==> config.mk <==
export PLATFORM = sky130hd
export DESIGN_NAME = asg_lin_sat
export DESIGN_NICKNAME = d
export VERILOG_FILES = /design/src/rtl/asg_lin_sat_pkg.sv /design/src/rtl/asg_lin_sat.sv
export SDC_FILE = /design/constraint.sdc
export NUM_CORES = 1
export LEC_CHECK = 0
export ABC_CLOCK_PERIOD_IN_PS = 7100
export CORE_ASPECT_RATIO = 0.9
export CORE_UTILIZATION = 62
export CTS_CLUSTER_DIAMETER = 200
export DETAILED_ROUTE_END_ITERATION = 6
export GPL_ROUTABILITY_DRIVEN = 0
export PLACE_DENSITY_LB_ADDON = 0.12
export SLEW_MARGIN = 10
export SYNTH_ARGS = -nofsm -noshare
export SYNTH_HDL_FRONTEND = slang
export SYNTH_SLANG_ARGS = --single-unit
==> constraint.sdc <==
create_clock -name clk -period 7.1 [get_ports clk]
set_input_delay 1.42 -clock clk [delete_from_list [all_inputs] [get_ports clk]]
set_output_delay 1.42 -clock clk [all_outputs]
set_load 0.05 [all_outputs]
==> src/rtl/asg_lin_sat_pkg.sv <==
// Shared DSP helpers for stream scaling blocks.
// Provides a signed saturate function that reduces a value to a narrower
// signed width. It returns the saturated value and a clip flag.
package asg_lin_sat_pkg;

    localparam int unsigned SAT_MAXW = 32;

    typedef struct packed {
        logic signed [SAT_MAXW-1:0] val;
        logic                       clip;
    } sat_res_t;

    // Clamp x to the signed range of dwo bits (dwo <= SAT_MAXW).
    function automatic sat_res_t sat_signed(input logic signed [SAT_MAXW-1:0] x,
                                            input int unsigned              dwo);
        logic signed [SAT_MAXW-1:0] hi;
        logic signed [SAT_MAXW-1:0] lo;
        sat_res_t                   r;
        hi     = 32'sh7fff_ffff >>> (SAT_MAXW - dwo);
        lo     = ~hi;
        r.val  = x;
        r.clip = 1'b0;
        if (x > hi) begin
            r.val  = hi;
            r.clip = 1'b1;
        end else if (x < lo) begin
            r.val  = lo;
            r.clip = 1'b1;
        end
        return r;
    endfunction

endpackage

==> src/rtl/asg_lin_sat.sv <==
// Gain/offset/saturate stage between the ASG stream and the DAC stream.
// Ports:
//   clk, rst           stream clock, synchronous active-high reset
//   sti_*_i / sti_*_o  input AXI4-stream (TDATA/TKEEP/TLAST/TVALID in, TREADY out)
//   sto_*_o / sto_*_i  output AXI4-stream (TDATA/TKEEP/TLAST/TVALID out, TREADY in)
//   ctl_rst_i          pipeline flush and status clear
//   cfg_mul_i          signed gain, s1.(DWM-2)
//   cfg_sum_i          signed offset in output LSBs
//   sts_sat_o          saturating count of clipped beats
//   sts_flg_o          sticky clip flag
module asg_lin_sat
    import asg_lin_sat_pkg::*;
#(
    parameter  int unsigned DWI  = 14,
    parameter  int unsigned DWO  = 14,
    parameter  int unsigned DWM  = 16,
    parameter  int unsigned CWS  = 16,
    localparam int unsigned KWI  = (DWI + 7) / 8,
    localparam int unsigned KWO  = (DWO + 7) / 8
) (
    input  logic           clk,
    input  logic           rst,
    input  logic [DWI-1:0] sti_tdata_i,
    input  logic [KWI-1:0] sti_tkeep_i,
    input  logic           sti_tlast_i,
    input  logic           sti_tvalid_i,
    output logic           sti_tready_o,
    output logic [DWO-1:0] sto_tdata_o,
    output logic [KWO-1:0] sto_tkeep_o,
    output logic           sto_tlast_o,
    output logic           sto_tvalid_o,
    input  logic           sto_tready_i,
    input  logic           ctl_rst_i,
    input  logic [DWM-1:0] cfg_mul_i,
    input  logic [DWO-1:0] cfg_sum_i,
    output logic [CWS-1:0] sts_sat_o,
    output logic           sts_flg_o
);

    localparam int unsigned PW  = DWI + DWM;
    localparam int unsigned SHW = DWI + 2;
    localparam int unsigned SW  = ((SHW > DWO) ? SHW : DWO) + 1;

    // Stage 1: captured sample and configuration
    logic                  v1_q;
    logic signed [DWI-1:0] d1_q;
    logic signed [DWM-1:0] m1_q;
    logic signed [DWO-1:0] o1_q;
    logic                  l1_q;
    // Stage 2: scaled sample and offset
    logic                  v2_q;
    logic signed [SHW-1:0] shf2_q;
    logic signed [DWO-1:0] o2_q;
    logic                  l2_q;
    // Stage 3: saturated output beat
    logic                  v3_q;
    logic        [DWO-1:0] d3_q;
    logic                  l3_q;
    // Status
    logic        [CWS-1:0] cnt_q, cnt_d;
    logic                  flg_q, flg_d;

    logic                  en;
    logic signed [PW-1:0]  prd;
    logic signed [SHW-1:0] shf2_d;
    logic signed [SW-1:0]  sum;
    sat_res_t              sat;
    logic                  clr;

    // Datapath and status next-state
    always_comb begin
        en     = sto_tready_i | ~v3_q;
        clr    = rst | ctl_rst_i;
        prd    = PW'(d1_q) * PW'(m1_q);
        shf2_d = SHW'(prd >>> (DWM - 2));
        sum    = SW'(shf2_q) + SW'(o2_q);
        sat    = sat_signed(SAT_MAXW'(sum), DWO);
        cnt_d  = cnt_q;
        flg_d  = flg_q;
        // A clip is counted as the beat moves from stage 2 into stage 3
        if (en && v2_q && sat.clip) begin
            flg_d = 1'b1;
            if (cnt_q != {CWS{1'b1}}) begin
                cnt_d = cnt_q + CWS'(1);
            end
        end
    end

    // Pipeline registers; data fields only load when their stage takes a beat
    always_ff @(posedge clk) begin
        if (clr) begin
            v1_q  <= 1'b0;
            v2_q  <= 1'b0;
            v3_q  <= 1'b0;
            cnt_q <= '0;
            flg_q <= 1'b0;
        end else begin
            cnt_q <= cnt_d;
            flg_q <= flg_d;
            if (en) begin
                v1_q <= sti_tvalid_i;
                v2_q <= v1_q;
                v3_q <= v2_q;
                if (sti_tvalid_i) begin
                    d1_q <= sti_tdata_i;
                    m1_q <= cfg_mul_i;
                    o1_q <= cfg_sum_i;
                    l1_q <= sti_tlast_i;
                end
                if (v1_q) begin
                    shf2_q <= shf2_d;
                    o2_q   <= o1_q;
                    l2_q   <= l1_q;
                end
                if (v2_q) begin
                    d3_q <= sat.val[DWO-1:0];
                    l3_q <= l2_q;
                end
            end
        end
    end

    // Input TKEEP carries no information for a sample stream
    logic unused_in;
    assign unused_in = ^{sti_tkeep_i, sat.val[SAT_MAXW-1:DWO]};

    assign sti_tready_o = en;
    assign sto_tdata_o  = d3_q;
    assign sto_tkeep_o  = {KWO{1'b1}};
    assign sto_tlast_o  = l3_q;
    assign sto_tvalid_o = v3_q;
    assign sts_sat_o    = cnt_q;
    assign sts_flg_o    = flg_q;

endmodule
# Word level (Yosys, flattened, before mapping)
# Cells that the tools add are included.
# Widths: inputs -> output; s select.
[word_totals] elab_cells=32 inputBits=52 mem_bits_rw=0 latchBits=0 mem_bits_ro=0 register_bits=111 memories=0 output_inout_bits=36
[op_classes] n_eq_ne=1 multipliers=1 n_reduce_logical=6 n_shift=0 addsub=2 div_mod_pow=0 n_lt_le_gt_ge=2 bitwise_logic=4 muxes=2
[op_table] operator="$mul 14x16->30" count=1
[op_table] operator="$add 16x14->17" count=1
[op_table] operator="$gt 17x14->1 const B" count=1
[op_table] operator="$lt 17x14->1 const B" count=1
[op_table] operator="$add 16x1->16 const B" count=1
[op_table] operator="$ne 16x16->1 const B" count=1
[op_table] operator="$mux 15" count=1
[op_table] operator="$reduce_and 3->1" count=3
[op_table] operator="$logic_and 1x1->1" count=2
[op_table] operator="$not 1->1" count=2
[op_table] operator="$or 1x1->1" count=2
[op_table] operator="$reduce_and 2->1" count=1
[op_table] operator="$mux 1" count=1

# Logic depth before layout (Yosys ltp)
# Gate-level depths: netlist of the first run.
[depth] depth_word=6 mapped_depth=24 ltp_nobuf=23

# Worst setup path after synthesis of the first run
# Ideal clock, no wire load.
[synth_timing] path_type="reg-to-reg" from="register m1_q[15]" to="register shf2_q[15] (data pin)" arrival_ns=5.811 path_stages_with_launch=22 synth_period_minus_slack_ns=6.070 slack_ns=1.030 setup_ns=0.260 required_time_ns=6.840 path_cell_list="edfxtp_1 clkbuf_1 and2_1 ha_1 inv_1 fa_1 inv_1 fa_1 fa_1 fa_1 inv_1 fa_1 inv_1 ha_1 o21ai_0 o21a_1 o211ai_1 o311ai_0 a21oi_1 a21o_1 a21oi_1 xnor2_1"
[synth_via] elab_chain_cells=1
[synth_rtl] item="from (decl)" line="asg_lin_sat.sv:47" source="logic signed [DWM-1:0] m1_q;"
[synth_rtl] item="from (signal assigned)" line="asg_lin_sat.sv:106" source="m1_q <= cfg_mul_i;"
[synth_rtl] item="$mul 14x16->30" line="asg_lin_sat.sv:74" source="prd = PW'(d1_q) * PW'(m1_q);"
[synth_rtl] item="via prd[29]" line="asg_lin_sat.sv:64" source="logic signed [PW-1:0] prd;"
[synth_rtl] item="to (signal assigned)" line="asg_lin_sat.sv:111" source="shf2_q <= shf2_d;"
[synth_rtl] item="to (decl)" line="asg_lin_sat.sv:52" source="logic signed [SHW-1:0] shf2_q;"
# The timed path passes the listed nets, and every way through them passes these cells.
# A chain may end at the register's enable or synchronous reset.

# Final worst setup path of the first run
[layout_timing] from="register d1_q[0]" to="register shf2_q[15] (data pin)"
[layout_via] elab_chain_cells=1
[layout_rtl] item="from (decl)" line="asg_lin_sat.sv:46" source="logic signed [DWI-1:0] d1_q;"
[layout_rtl] item="from (signal assigned)" line="asg_lin_sat.sv:105" source="d1_q <= sti_tdata_i;"
[layout_rtl] item="$mul 14x16->30" line="asg_lin_sat.sv:74"
[layout_rtl] item="via prd[29]" line="asg_lin_sat.sv:64"
# The timed path passes the listed nets, and every way through them passes these cells.

==> impl_metrics.tcl, run 1 <==
set metrics [dict create \
    finalWirelength_mm 26.2 \
    dr_wl_met3_mm 1.29 \
    totalNegativeSetupSlack_ns 0 \
    seq_area_frac_synth 0.245 \
    grt_max_degree 46 \
    whs_ns 0.422 \
    hold_class "register to register" \
    cts_hold_buf 0 \
    worst_slew_pin_slew_ns 1.30 \
    final.period_utilization 0.951 \
    core_area_um2 20100 \
    antenna_found_initial 0 \
    synthCells 1249 \
    hpwl_mm 20.7 \
    initial_core_util 0.636 \
    dpl.cell_count 1557 \
    drv_cap 0 \
    required_ns 7.22 \
    skew_ns 0.0100 \
    wl_met2_mm 13.2 \
    cp.arrival_ns 6.88 \
    grt_overflow_total 0 \
    n_antenna_cell 0 \
    period_needed_ns 6.76 \
    num_io_pins 88 \
    path_class "register to register" \
    startpoint_type "register" \
    synth_edf_count 91 \
    total_power_mw 6.08 \
    post-place-ws_ns 0.452 \
    synth_flop_cell "edfxtp_1" \
    end_kind "register" \
    topRoutingLayerUsed "met4" \
    ff2ff_setup_slack_ns 0.34 \
    track_usage 0.273 \
    ant_nets 0 \
    drc 0 \
    cts_root_buf "clkbuf_16" \
    finalSetupViolCount 0 \
    grt_pass1_vias 9497 \
    finalHoldViolCount 0 \
    leakage_nw 6.31 \
    wl_met1_mm 11.0 \
    power_density_nw_per_um2 429 \
    relSlewSlack 0.123 \
    ys_types 54 \
    wire_per_inst_um 16.7 \
    first_pass_iters 5 \
    cts_buffer_depth 2 \
    fin_cells 1573 \
    cts_num_sinks 111 \
    cp_max_fo 15 \
    fp.dieArea_um2 21200 \
    rows 49 \
    viasPerCell 5.59 \
    nets 1669 \
    post-route-cell-area_um2 14200 \
    fin_util 0.704 \
    cts_made_buffers 9 \
    rsz0062_at_grt "false" \
    synth-seq-cells 111 \
    async_flop_share 0 \
    timing.fmax_ghz 0.148 \
    h-tree-depth 3 \
    avgSynthCellArea_um2 10.2 \
    cts_tree "yes" \
    portBuffers 83 \
    drive_above_1_share 0.0372 \
    cts_resized 0 \
    die_h_um 138 \
    clk_pin_slew_ns 0.08 \
    die_w_um 153 \
    drt_iter0_drc 495 \
    syn_to_final_growth_pct 10.6 \
    dpl_cell_area_um2 13900 \
    synth_warnings 0 \
    status "complete, no violations" \
    clk_latency_ns 0.37 \
    synth_area_um2 12800 \
    grt_first_pass_wirelength_mm 45.4 \
    peakVddDrop_v 0.000981 \
    vias 8786 \
    final_max_slew_viol_count 0 \
    cts_setup_buffers 0 \
    setup_ws_ns 0.344 \
]
-- metal layers --
layer | GRT usage | vias up
li1 | - | 4040
met1 | 0.351 | 4415
met2 | 0.472 | 269
met3 | 0.0423 | 62
met4 | 0.0942 | 0
met5 | 0 | -
-- kinds of logic (layout without fill, tap and decap cells) --
family,after synthesis,after routing,synth area share
adders and majority gates,304,304,0.426
xor gates and xnor gates,34,34,0.0233
DFF,111,111,0.245
buffers and inverters,305,373,0.0927
muxes,3,3,0.00235
and+or+nand+nor,348,348,0.138
AOI/OAI and AO/OA,143,143,0.0725
other,1,2,0.000293
-- critical path: stages, from the launching register on --
cell and delay (ns):
edfxtp_1 0.63, and2_1 0.27, ha_1 0.45, inv_1 0.11, fa_1 0.74, inv_1 0.22
fa_1 0.49, fa_1 0.50, fa_1 0.50, inv_1 0.05, fa_1 0.49, inv_1 0.04
ha_1 0.33, o21ai_0 0.19, o21a_1 0.16, o211ai_1 0.10, o311ai_0 0.46, buf_4 0.21
a21oi_1 0.09, a21o_1 0.21, a21oi_1 0.18, xnor2_1 0.08
-- path summary, 6_finish.rpt --
kind | cells after the start | startpoint | to
setup / recovery | 21 | d1_q[0] | shf2_q[15]
hold / removal | 0 | o1_q[9] | o2_q[9]
setup reg to reg | 21 | d1_q[0] | shf2_q[15]
hold reg to reg | 0 | o1_q[9] | o2_q[9]
-- power by group --
part | internal [mW] | switching, mW
clock network | 0.249 | 0.264
registers | 0.989 | 0.0412
logic | 2.01 | 2.52
total | 3.25 | 2.83
-- synth_stat cells, types with 12 or more instances --
| master | count | share of area |
|---|---|---|
| a21oi_1 | 46 | 0.018 |
| inv_1 | 257 | 0.075 |
| o21ai_0 | 32 | 0.013 |
| o31ai_1 | 12 | 0.0070 |
| clkbuf_1 | 34 | 0.010 |
| ha_1 | 85 | 0.083 |
| and2_1 | 114 | 0.056 |
| dfxtp_1 | 20 | 0.031 |
| xor2_1 | 13 | 0.0089 |
| nor2_1 | 41 | 0.012 |
| nand3_1 | 17 | 0.0067 |
| xnor2_1 | 21 | 0.014 |
| fa_1 | 219 | 0.34 |
| edfxtp_1 | 91 | 0.21 |
| nand2_1 | 120 | 0.035 |
-- state kept, by name, indices dropped and copies added (netlist names) --
register	cells
d1_q	14
l1_q	1
l2_q	1
m1_q	16
o1_q	14
o2_q	14
shf2_q	16
sto_tdata_o	14
sto_tlast_o	1
sto_tvalid_o	1
sts_flg_o	1
sts_sat_o	16
v1_q	1
v2_q	1
-- cell usage in the layout (no fill, tap or decap), drive strengths merged, types with 9 or more instances in the layout --
cell / instances
inv: 261
fa: 219
nand2: 120
and2: 114
edfxtp: 91
ha: 85
clkdlybuf4s50: 83
a21oi: 48
nor2: 43
o21ai: 35
xnor2: 21
dfxtp: 20
nand3: 17
buf: 17
xor2: 13
o31ai: 13
or4: 11
clkbuf: 10
nand2b: 9
-- area by class of cell --
class,count,area [um2]
clock buffer,10,229
clock inverter,6,62.6
fill,1549,5950
inverter,257,965
multi-input combinational,834,8490
sequential,111,3130
tap,255,319
timing repair buffer,100,958
No activity file was read; power rests on OpenSTA's default activity.
==> run 2: changes to the inputs <==
- CELL_PAD_IN_SITES_DETAIL_PLACEMENT: not set -> 1
- CELL_PAD_IN_SITES_GLOBAL_PLACEMENT: not set -> 1
- CORE_UTILIZATION: 62 -> 49
- PLACE_DENSITY_LB_ADDON: 0.12 -> 0.25
==> run 2 against run 1 <==
Against the previous run:
- via count grew 1.9%
- combinational power grew 4.6%
- flip-flop and latch count is the same
- routed wire length grew 16%
- fmax grew 1.1%
- sequential power is essentially flat
- global-route usage shrank 2.0 points
- first-iteration DRC count shrank 22%
- non-clock buffer count grew 4
- power grew 3.9%
==> impl_metrics.tcl, run 2 (synthesis results as in run 1) <==
set metrics [dict create \
    die_h_um 155 \
    initial_core_util 0.504 \
    finalWirelength_mm 30.5 \
    cts_tree "yes" \
    required_ns 7.22 \
    vias 8949 \
    wire_per_inst_um 18.3 \
    grt_pass1_vias 10300 \
    track_usage 0.253 \
    regArea_um2 3130 \
    die_w_um 172 \
    h-tree-depth 3 \
    cts_made_buffers 9 \
    syn_to_final_growth_pct 11.9 \
    multi_input_area_um2 8490 \
    drive_above_1_share 0.0416 \
    viasPerCell 5.37 \
    power_density_nw_per_um2 441 \
    timing.fmax_ghz 0.150 \
    clk_pin_slew_ns 0.10 \
    end_kind "register" \
    nets 1673 \
    finalSetupViolCount 0 \
    hold_class "register to register" \
    cp.arrival_ns 6.80 \
    post-route-cell-area_um2 14300 \
    final_cell_mix "257 x inv_1, 218 x fa_1, 120 x nand2_1" \
    num_io_pins 88 \
    period_needed_ns 6.68 \
    startpoint_type "register" \
    path_class "register to register" \
    rsz0062_at_grt "false" \
    peakVddDrop_v 0.000834 \
    portBuffers 83 \
    status "complete, no violations" \
    grt_max_degree 46 \
    antenna_found_initial 1 \
    setup_ws_ns 0.421 \
    core_area_um2 25400 \
    n_fill_cell 2795 \
    drv_cap 0 \
    first_pass_iters 6 \
    cts_buffer_depth 2 \
    skew_ns 0.0151 \
    final.period_utilization 0.941 \
    grt_overflow_total 0 \
    cts_num_sinks 111 \
    cp_max_fo 9 \
    ant_nets 0 \
    fin_util 0.564 \
    finalHoldViolCount 0 \
    dpl_cell_area_um2 14000 \
    layout_commonest_cell "inv_1" \
    final_max_slew_viol_count 0 \
    post-place-ws_ns 0.345 \
    fp.dieArea_um2 26800 \
    grt_first_pass_wirelength_mm 51.4 \
    totalNegativeSetupSlack_ns 0 \
    rows 55 \
    relSlewSlack 0.383 \
    cts_root_buf "clkbuf_16" \
    cts_hold_buf 0 \
    drt_iter0_drc 384 \
    hpwl_mm 24.6 \
    clk_latency_ns 0.37 \
    drc 0 \
    leakage_nw 6.34 \
    worst_slew_pin_slew_ns 0.925 \
]
-- run 2: final cells by class --
cell class | count | area share
clock inverters | 7 | 0.00568
inverters | 257 | 0.0674
repair buffers | 104 | 0.0691
diodes | 1 | 0.000175
flip-flops and latches | 111 | 0.219
multi-input cells | 834 | 0.593
clock buffers | 9 | 0.0157
well taps | 342 | 0.0299
-- run 2: path summary, 6_finish.rpt --
| kind | depth (start not counted) | startpoint | slack [ns] | to |
|---|---|---|---|---|
| max reg2reg | 22 | d1_q[2] | 0.42 | shf2_q[15] |
| min | 0 | o1_q[2] | 0.42 | o2_q[2] |
| max | 22 | d1_q[2] | 0.42 | shf2_q[15] |
| min reg2reg | 0 | o1_q[2] | 0.42 | o2_q[2] |
-- run 2: metal layers --
layer  vias to the layer above  wire (um)  GRT usage
met5                         -          0          0
met4                         0        848     0.0855
met3                        63        775     0.0270
met2                       174      16100      0.465
met1                      4665      12800      0.307
li1                       4047          -          -
-- run 2: timing repair --
action | CTS | global route
setup endpoints to repair | 0 | 1
buffers inserted | 0 | 2
gates resized for setup | 0 | 1
hold endpoints to repair | 0 | 0
-- run 2: critical path, cell delays in order (launching register included) --
cell      delay, ns
edfxtp_1       0.55
buf_4          0.23
nand2_1        0.14
fa_1           0.57
fa_2           0.66
inv_1          0.17
fa_1           0.54
inv_1          0.06
fa_1           0.44
fa_1           0.50
fa_1           0.54
inv_1          0.04
ha_1           0.33
nand4_1        0.12
a211oi_1       0.37
nor2_1         0.08
o21ai_0        0.09
o311ai_0       0.18
buf_4          0.19
a21oi_1        0.22
a21o_1         0.19
a21oi_1        0.08
xnor2_1        0.12
-- run 2: power breakdown --
group / switching, mW / internal, mW / total (mW) / leakage (nW)
sequential: 0.0417 / 0.989 / 1.03 / 0.977
clock: 0.281 / 0.255 / 0.536 / 0.150
combinational: 2.69 / 2.05 / 4.74 / 5.21
-- run 2: per-stage QoR --
| step | power (mW) | std cells | hold slack, ns |
|---|---|---|---|
| after floorplan | 4.63 | 1250 | 0.400 |
| after CTS | 6.42 | 1662 | 0.421 |
| after global placement | 5.54 | 1646 | 0.401 |
| final | 6.31 | 1665 | 0.416 |
| after detailed placement | 5.79 | 1646 | 0.408 |
| after global routing | 7.09 | 1664 | 0.427 |
